$ cat config.mk
export PLATFORM = sky130hd
export DESIGN_NAME = mmio_cmd_bridge
export DESIGN_NICKNAME = d
export VERILOG_FILES = /design/src/rtl/mmio_bus_pkg.sv /design/src/rtl/mmio_cmd_bridge.sv
export SDC_FILE = /design/constraint.sdc
export NUM_CORES = 1
export LEC_CHECK = 0
export CORE_ASPECT_RATIO = 1.1
export CORE_MARGIN = 1
export CORE_UTILIZATION = 53
export CTS_CLUSTER_DIAMETER = 30
export DETAILED_ROUTE_END_ITERATION = 12
export GPL_ROUTABILITY_DRIVEN = 1
export PLACE_DENSITY = 0.87
export SYNTH_ARGS = -nofsm -noshare
export SYNTH_HDL_FRONTEND = slang
export SYNTH_SLANG_ARGS = --single-unit
$ cat constraint.sdc
create_clock -name clk -period 3 [get_ports clk]
set_clock_uncertainty 0.1 [all_clocks]
set_input_delay 0.45 -clock clk [delete_from_list [all_inputs] [get_ports clk]]
set_output_delay 0.45 -clock clk [all_outputs]
set_load 0.03 [all_outputs]
$ cat src/rtl/mmio_bus_pkg.sv
// Shared definitions for the 12-bit mmio peripheral bus: opcodes, bridge
// FSM states, address field widths and peripheral select codes.
package mmio_bus_pkg;

    localparam int PSEL_W = 4;
    localparam int REG_W  = 8;
    localparam int ADDR_W = PSEL_W + REG_W;

    localparam logic [1:0] OP_WRITE = 2'b01;
    localparam logic [1:0] OP_READ  = 2'b10;

    // Peripheral select values for addr[11:8]
    localparam logic [PSEL_W-1:0] PSEL_BASIC_IO = 4'h0;
    localparam logic [PSEL_W-1:0] PSEL_KEYPAD   = 4'h1;
    localparam logic [PSEL_W-1:0] PSEL_SOUND    = 4'h2;
    localparam logic [PSEL_W-1:0] PSEL_VGATERM  = 4'h3;
    localparam logic [PSEL_W-1:0] PSEL_PS2      = 4'h4;

    typedef enum logic [2:0] {
        ST_IDLE  = 3'd0,
        ST_ADDR  = 3'd1,
        ST_ARG   = 3'd2,
        ST_WRITE = 3'd3,
        ST_READ  = 3'd4,
        ST_RWAIT = 3'd5,
        ST_RSP   = 3'd6
    } bridge_state_e;

endpackage

$ cat src/rtl/mmio_cmd_bridge.sv
// Byte-stream command bridge: parses write / burst-read commands from a
// valid/ready byte input and acts as an initiator on the mmio bus, returning
// read data as a valid/ready byte stream.
module mmio_cmd_bridge
    import mmio_bus_pkg::*;
#(
    parameter int RD_LATENCY = 1
) (
    input  logic              clk,
    input  logic              rst_n,
    input  logic              cmd_valid,
    output logic              cmd_ready,
    input  logic [7:0]        cmd_data,
    output logic              rsp_valid,
    input  logic              rsp_ready,
    output logic [7:0]        rsp_data,
    output logic              re,
    output logic              we,
    output logic [ADDR_W-1:0] addr,
    output logic [7:0]        data_write,
    input  logic [7:0]        data_read,
    output logic              busy,
    output logic              err
);

    bridge_state_e     state_q, state_d;
    logic              rdy_en_q, rdy_en_d;     // keeps cmd_ready low through reset
    logic              is_rd_q, is_rd_d;
    logic [ADDR_W-1:0] cmd_addr_q, cmd_addr_d; // command address being assembled
    logic [ADDR_W-1:0] addr_q, addr_d;         // address presented on the bus
    logic [7:0]        wdata_q, wdata_d;
    logic [7:0]        rdata_q, rdata_d;
    logic [8:0]        cnt_q, cnt_d;
    logic [1:0]        wait_q, wait_d;
    logic              err_q, err_d;

    logic       cmd_fire;
    logic [1:0] opcode;
    logic [8:0] cnt_dec;

    assign cmd_fire = cmd_valid & cmd_ready;
    assign opcode   = cmd_data[7:6];
    assign cnt_dec  = cnt_q - 9'd1;

    // Strobes and rsp_valid decode straight from state so reset kills them at once
    assign re         = (state_q == ST_READ);
    assign we         = (state_q == ST_WRITE);
    assign rsp_valid  = (state_q == ST_RSP);
    assign busy       = (state_q != ST_IDLE);
    assign cmd_ready  = rdy_en_q & ((state_q == ST_IDLE) | (state_q == ST_ADDR) |
                                    (state_q == ST_ARG));
    assign addr       = addr_q;
    assign data_write = wdata_q;
    assign rsp_data   = rdata_q;
    assign err        = err_q;

    // Next-state logic: command parse, strobe sequencing and burst bookkeeping
    always_comb begin
        state_d    = state_q;
        rdy_en_d   = 1'b1;
        is_rd_d    = is_rd_q;
        cmd_addr_d = cmd_addr_q;
        addr_d     = addr_q;
        wdata_d    = wdata_q;
        rdata_d    = rdata_q;
        cnt_d      = cnt_q;
        wait_d     = wait_q;
        err_d      = 1'b0;

        case (state_q)
            ST_IDLE: begin
                if (cmd_fire) begin
                    if (opcode == OP_WRITE || opcode == OP_READ) begin
                        is_rd_d                        = (opcode == OP_READ);
                        cmd_addr_d[ADDR_W-1:REG_W]     = cmd_data[PSEL_W-1:0];
                        state_d                        = ST_ADDR;
                    end else begin
                        err_d = 1'b1;   // illegal opcode: byte dropped
                    end
                end
            end
            ST_ADDR: begin
                if (cmd_fire) begin
                    cmd_addr_d[REG_W-1:0] = cmd_data;
                    state_d               = ST_ARG;
                end
            end
            ST_ARG: begin
                if (cmd_fire) begin
                    addr_d = cmd_addr_q;
                    if (is_rd_q) begin
                        cnt_d   = (cmd_data == 8'd0) ? 9'd256 : {1'b0, cmd_data};
                        state_d = ST_READ;
                    end else begin
                        wdata_d = cmd_data;
                        state_d = ST_WRITE;
                    end
                end
            end
            ST_WRITE: state_d = ST_IDLE;
            ST_READ: begin
                wait_d  = 2'(RD_LATENCY - 1);
                state_d = ST_RWAIT;
            end
            ST_RWAIT: begin
                if (wait_q == 2'd0) begin
                    rdata_d = data_read;
                    state_d = ST_RSP;
                end else begin
                    wait_d = wait_q - 2'd1;
                end
            end
            ST_RSP: begin
                if (rsp_ready) begin
                    cnt_d = cnt_dec;
                    if (cnt_dec == 9'd0) begin
                        state_d = ST_IDLE;
                    end else begin
                        // Register byte wraps; peripheral select is fixed for the burst
                        cmd_addr_d = {cmd_addr_q[ADDR_W-1:REG_W], cmd_addr_q[REG_W-1:0] + 8'd1};
                        addr_d     = {cmd_addr_q[ADDR_W-1:REG_W], cmd_addr_q[REG_W-1:0] + 8'd1};
                        state_d    = ST_READ;
                    end
                end
            end
            default: state_d = ST_IDLE;
        endcase
    end

    // State and datapath registers
    always_ff @(posedge clk or negedge rst_n) begin
        if (!rst_n) begin
            state_q    <= ST_IDLE;
            rdy_en_q   <= 1'b0;
            is_rd_q    <= 1'b0;
            cmd_addr_q <= '0;
            addr_q     <= '0;
            wdata_q    <= '0;
            rdata_q    <= '0;
            cnt_q      <= '0;
            wait_q     <= '0;
            err_q      <= 1'b0;
        end else begin
            state_q    <= state_d;
            rdy_en_q   <= rdy_en_d;
            is_rd_q    <= is_rd_d;
            cmd_addr_q <= cmd_addr_d;
            addr_q     <= addr_d;
            wdata_q    <= wdata_d;
            rdata_q    <= rdata_d;
            cnt_q      <= cnt_d;
            wait_q     <= wait_d;
            err_q      <= err_d;
        end
    end

endmodule

* After elaboration in Yosys (flattened, before gate mapping)
Index checks and enable logic that the tools add are counted.
Widths: inputs -> output; s select.
** Cells by class
- Add/subtract/negate cells :: 3
- Reductions and logical operators :: 18
- Bitwise logic cells :: 6
- Muxes and demuxes :: 30
- Eq/ne operators :: 17
** Operator list (count)
- $mux 12 :: 3
- $mux 9 :: 4
- $mux 3 :: 8
- $mux 8 :: 3
- $pmux 12 s2 :: 1
- $pmux 3 s6 :: 1
- $pmux 9 s2 :: 1
- $pmux 8 s2 :: 1
- $reduce_and 4->1 :: 4
- $ne 2x2->1 const B :: 7
- $eq 3x3->1 const B :: 3
- $logic_not 9->1 :: 1
- $sub 9x1->9 const B :: 1
- $add 8x1->8 const B :: 1
- $logic_not 8->1 :: 1
- $mux 4 :: 2
- $pmux 4 s2 :: 1
- $eq 3x2->1 const B :: 2
- $reduce_and 3->1 :: 2
- $reduce_and 6->1 :: 1
- $reduce_bool 2->1 :: 3
- $ne 2x1->1 const B :: 2
- $pmux 2 s2 :: 1
- $reduce_and 2->1 :: 2
- other kinds (13) :: 18
** Word-level totals
- Input port bits :: 20
- Register bits after elaboration :: 57
- Logic and storage cells :: 85
- Output and inout port bits :: 34

* Depth between registers and ports, before layout
Gate-level depths: netlist of the first run.
- Depth in word-level cells :: 7
- Mapped depth :: 9
- Mapped depth without buffers :: 7

* Least setup slack after synthesis of the first run
OpenSTA, ideal clock, no wires.
- Path type :: flip-flop to flip-flop
- Start point :: register cnt_q[0]
- End point :: register addr_q[10] (netlist: addr[10])
- Data arrival time :: 2.110 ns
- Data required time :: 2.775 ns
- Library setup time :: 0.125 ns
- Setup slack :: 0.665 ns
- Path buffers :: 2
- Cell stages (with the launch flop) :: 10
- Period minus slack after synthesis :: 2.335 ns
- Path through :: dfrtp_1 > inv_1 > ha_1 > or3b_4 > o31ai_4 > and4_1 > buf_6 > a21oi_4 > buf_6 > mux2_4
** Between the ends
- Cells in the longest elaborated chain, start to end :: 4
** RTL lines
- start: declaration :: line mmio_cmd_bridge.sv:33 : logic [8:0] cnt_q, cnt_d;
- start signal: assignment :: line mmio_cmd_bridge.sv:151 : cnt_q <= cnt_d;
- $sub 9x1->9 :: line mmio_cmd_bridge.sv:43 : assign cnt_dec = cnt_q - 9'd1;
- $logic_not 9->1 :: line mmio_cmd_bridge.sv:116 : if (cnt_dec == 9'd0) begin
- $ne 2x2->1 (no line)
- $reduce_and 4->1 (no line)
- end signal: assignment :: line mmio_cmd_bridge.sv:148 : addr_q <= addr_d;
- end: declaration :: line mmio_cmd_bridge.sv:30 : logic [ADDR_W-1:0] addr_q, addr_d;
No other way between the ends.
A chain may end at the register's enable or synchronous reset.

* Worst setup path after layout of the first run
- Start point :: register state_q[0]
- End point :: output port rsp_valid
** Between the ends
- Cells in the longest elaborated chain, start to end :: 1
** RTL lines
- start: declaration :: line mmio_cmd_bridge.sv:26 : bridge_state_e state_q, state_d;
- start signal: assignment :: line mmio_cmd_bridge.sv:144 : state_q <= state_d;
- $eq 3x3->1 :: line mmio_cmd_bridge.sv:48 : assign rsp_valid = (state_q == ST_RSP);
- end: declaration :: line mmio_cmd_bridge.sv:14 : output logic rsp_valid,
No other way between the ends.

==> results of run 1 <==
==> synthesized netlist by cell type, drive strengths merged (2+ instances only) <==
| cell | instances |
|---|---|
| buf | 3 |
| xor2 | 3 |
| o211ai | 2 |
| a31oi | 7 |
| and4 | 2 |
| o22ai | 3 |
| o22a | 4 |
| o32ai | 2 |
| a22oi | 2 |
| nor4 | 2 |
| nand3 | 9 |
| nor3 | 12 |
| ha | 6 |
| dfrtp | 57 |
| nand4 | 2 |
| nor2b | 2 |
| or3b | 2 |
| xnor2 | 5 |
| inv | 12 |
| o21ai | 17 |
| clkbuf | 13 |
| or3 | 2 |
| nand2 | 25 |
| mux2 | 29 |
| nor2 | 12 |
| a22o | 5 |
| a211oi | 2 |
| o31ai | 2 |
| nor3b | 2 |
| nand3b | 2 |
| a2bb2oi | 4 |
| a21oi | 20 |
| a21o | 2 |
| nand2b | 4 |
==> per-layer routing <==
metal  GRT usage  vias to the layer above  part of all wire
li1            -                     1196                 -
met1       0.338                     1238              0.43
met2       0.415                      112              0.49
met3      0.0540                        8             0.073
met4       0.111                        0             0.013
met5           0                        -                 0
==> power by group through the flow <==
stage,combinational [mW],sequential [mW],clock (mW)
2_1_floorplan,1.06,1.72,0
3_3_place_gp,2.02,1.40,0
3_5_place_dp,2.07,1.43,0
4_1_cts,2.07,1.42,0.810
5_1_grt,2.23,1.47,0.841
6_report,2.07,1.42,0.797
==> worst register-to-register path, cell delays in order (launching register included) <==
cell and delay [ps]:
dfrtp_1 390, inv_1 100, ha_1 240, nor3b_1 430, nand2_1 170, and4_1 270
a21oi_4 460, mux2_1 370
==> worst paths after layout <==
path	to	cells after the start	start	slack [ps]
min in group clk	addr[11]	1	cmd_addr_q[11]	390
hold / removal	rsp_data[0]	1	rst_n	30
hold reg to reg	addr[11]	1	cmd_addr_q[11]	390
max in group asynchronous	is_rd_q	2	rst_n	2090
setup reg to reg	addr[11]	7	cnt_q[0]	350
setup / recovery	rsp_valid	3	state_q[0]	280
==> final cells by class <==
class,count,area [sq um],area share
multi-input combinational,211,1530,0.392
sequential,57,1430,0.366
timing repair buffer,61,583,0.150
clock buffer,9,124,0.0318
clock inverter,7,93.8,0.0241
tap,75,93.8,0.0241
inverter,12,45.0,0.0116
==> sequential cells by signal (all words and copies together), names as in the netlist <==
register / cells
data_write: 8
addr: 12
cmd_addr_q: 12
wait_q: 2
rdy_en_q: 1
rsp_data: 8
err: 1
state_q: 3
is_rd_q: 1
cnt_q: 9
==> kinds of logic (layout without fill, tap and decap cells) <==
kind of cell | count (synthesis) | in the layout | share of synthesized area
mux | 30 | 30 | 0.120
xor+xnor | 8 | 8 | 0.0228
fa+ha+maj | 6 | 6 | 0.0244
buf+inv | 28 | 89 | 0.0391
simple gates | 85 | 85 | 0.147
compound gates | 81 | 81 | 0.181
flops | 57 | 57 | 0.464
other cells | 1 | 1 | 0.00122
==> results.sh, run 1 <==
export IMPL_status="complete, no violations"
export IMPL_async_reset_ff_frac=1.00
export IMPL_setup_slack_ps=275
export IMPL_crit_fanout=16
export IMPL_period_share=0.908
export IMPL_synth_area_top_cells="dfrtp_1, mux2_2, mux2_4"
export IMPL_maxCapViolCount=0
export IMPL_start_util=0.559
export IMPL_grt_pass1_vias=2347
export IMPL_syn_cell_area_sq_um=3070
export IMPL_path_cells="nand3b_1 -> inv_1 -> buf_4"
export IMPL_place_hpwl_um=5170
export IMPL_p_int_mw=2.55
export IMPL_final_cells=432
export IMPL_syn_inst=296
export IMPL_min_path_type="input port to async pin"
export IMPL_post_cts_setup_buffer_count=0
export IMPL_wl_per_cell_um=16.7
export IMPL_crit_type="flip-flop to primary output"
export IMPL_rsz0062_at_grt="false"
export IMPL_holdWs_ps=27.1
export IMPL_die_w_um=74.6
export IMPL_synth_largest_area_cell="dfrtp_1"
export IMPL_drt_iter0_drc=272
export IMPL_pwr_share_seq=0.331
export IMPL_nNetsFinal=378
export IMPL_synth_ff_type="dfrtp_1"
export IMPL_period_needed_ps=2720
export IMPL_path_clk_slew_ps=70
export IMPL_worstPathArrival_ps=2170
export IMPL_place_congestion=0.867
export IMPL_clock_power_share=0.186
export IMPL_final_cell_area_sq_um=3890
export IMPL_clockRootBuffer="clkbuf_8"
export IMPL_syn_num_nets=322
export IMPL_yosysTopAreaCellShare=0.464
export IMPL_fp_row_count=28
export IMPL_ys_seq_area_frac=0.464
export IMPL_crit_slowest_cell="inv_1"
export IMPL_powerDensity_nw_per_um2=1100
export IMPL_syn_area_per_cell_sq_um=10.4
export IMPL_clock_sinks=57
export IMPL_detail_route_antenna_nets=0
export IMPL_grt_antenna_before_repair=0
export IMPL_io_buffer_count=53
export IMPL_vias_per_cell=5.91
export IMPL_num_vias=2554
export IMPL_crit_buf_inv=2
export IMPL_routed_wl_um=7210
export IMPL_final_core_util=0.708
export IMPL_synth_distinct_cells=60
export IMPL_ir_worst_vdd_mv=0.640
export IMPL_cts_tree="built"
export IMPL_coreArea_sq_um=5500
export IMPL_place_area_sq_um=3680
export IMPL_cts_buffers=9
export IMPL_dp_slack_ps=404
export IMPL_die_h_um=81.9
export IMPL_cp_top_family="buffers and inverters"
export IMPL_gr_total_overflow=0
export IMPL_diodes=0
export IMPL_tns_ps=0
export IMPL_cp_data_required_time_ps=2450
export IMPL_grt_start_max_net_pins=30
export IMPL_areaGrowthSynthToFinish_pct=26.7
export IMPL_slew_headroom=0.564
export IMPL_dieArea_sq_um=6110
export IMPL_dr_pass1_iters=4
export IMPL_p_leak_nw=1.65
export IMPL_cts_path_max_buffers=2
export IMPL_finalSetupViolations=0
export IMPL_clock_fmax_ghz=0.367
export IMPL_grt_use_total=0.259
export IMPL_slew_violations=0
export IMPL_drive_gt1_frac=0.171
export IMPL_finalPower_mw=4.29
export IMPL_holdBufCountCts=0
export IMPL_htreeDepth=3
export IMPL_io_pins=54
export IMPL_hold_viol_final=0
export IMPL_worstSetupStartpointType="flip-flop"
export IMPL_end_kind="primary output"
export IMPL_n_fill_cell=412
export IMPL_layout_common_cells="dfrtp_1, clkdlybuf4s50_1, nand2_1, mux2_2, a21oi_1"
export IMPL_cts_resized=0
export IMPL_final_common_cell="dfrtp_1"
export IMPL_cpPeakStageDelay_ps=540
export IMPL_place_inst=416
export IMPL_grt_pass1_wl_um=11600
export IMPL_worst_pin_slew_ps=655
export IMPL_switchingPower_mw=1.75
export IMPL_ys_ff_latch=57
export IMPL_swShare=0.407
export IMPL_synth_edf_count=0
export IMPL_drcViolationCount=0
export IMPL_pwr_share_comb=0.483
export IMPL_synth_yosys_warnings=0
export IMPL_worstSkewPairLatency_ps=350
Power figures use the tool's default switching activity.
==> run 2: changes to the inputs <==
--- a/config.mk
+++ b/config.mk
@@ -12,6 +12,7 @@
 export DETAILED_ROUTE_END_ITERATION = 12
 export GPL_ROUTABILITY_DRIVEN = 1
 export PLACE_DENSITY = 0.87
+export SETUP_SLACK_MARGIN = 0.02
 export SYNTH_ARGS = -nofsm -noshare
 export SYNTH_HDL_FRONTEND = slang
 export SYNTH_SLANG_ARGS = --single-unit
==> results of run 2 <==
The final DEF is identical to that of run 1; final timing and power are the same.
==> run 3: changes to the inputs <==
--- a/config.mk
+++ b/config.mk
@@ -5,6 +5,7 @@
 export SDC_FILE = /design/constraint.sdc
 export NUM_CORES = 1
 export LEC_CHECK = 0
+export CAP_MARGIN = 20
 export CORE_ASPECT_RATIO = 1.1
 export CORE_MARGIN = 1
 export CORE_UTILIZATION = 53
==> results of run 3 <==
The final DEF is identical to that of run 1; final timing and power are the same.
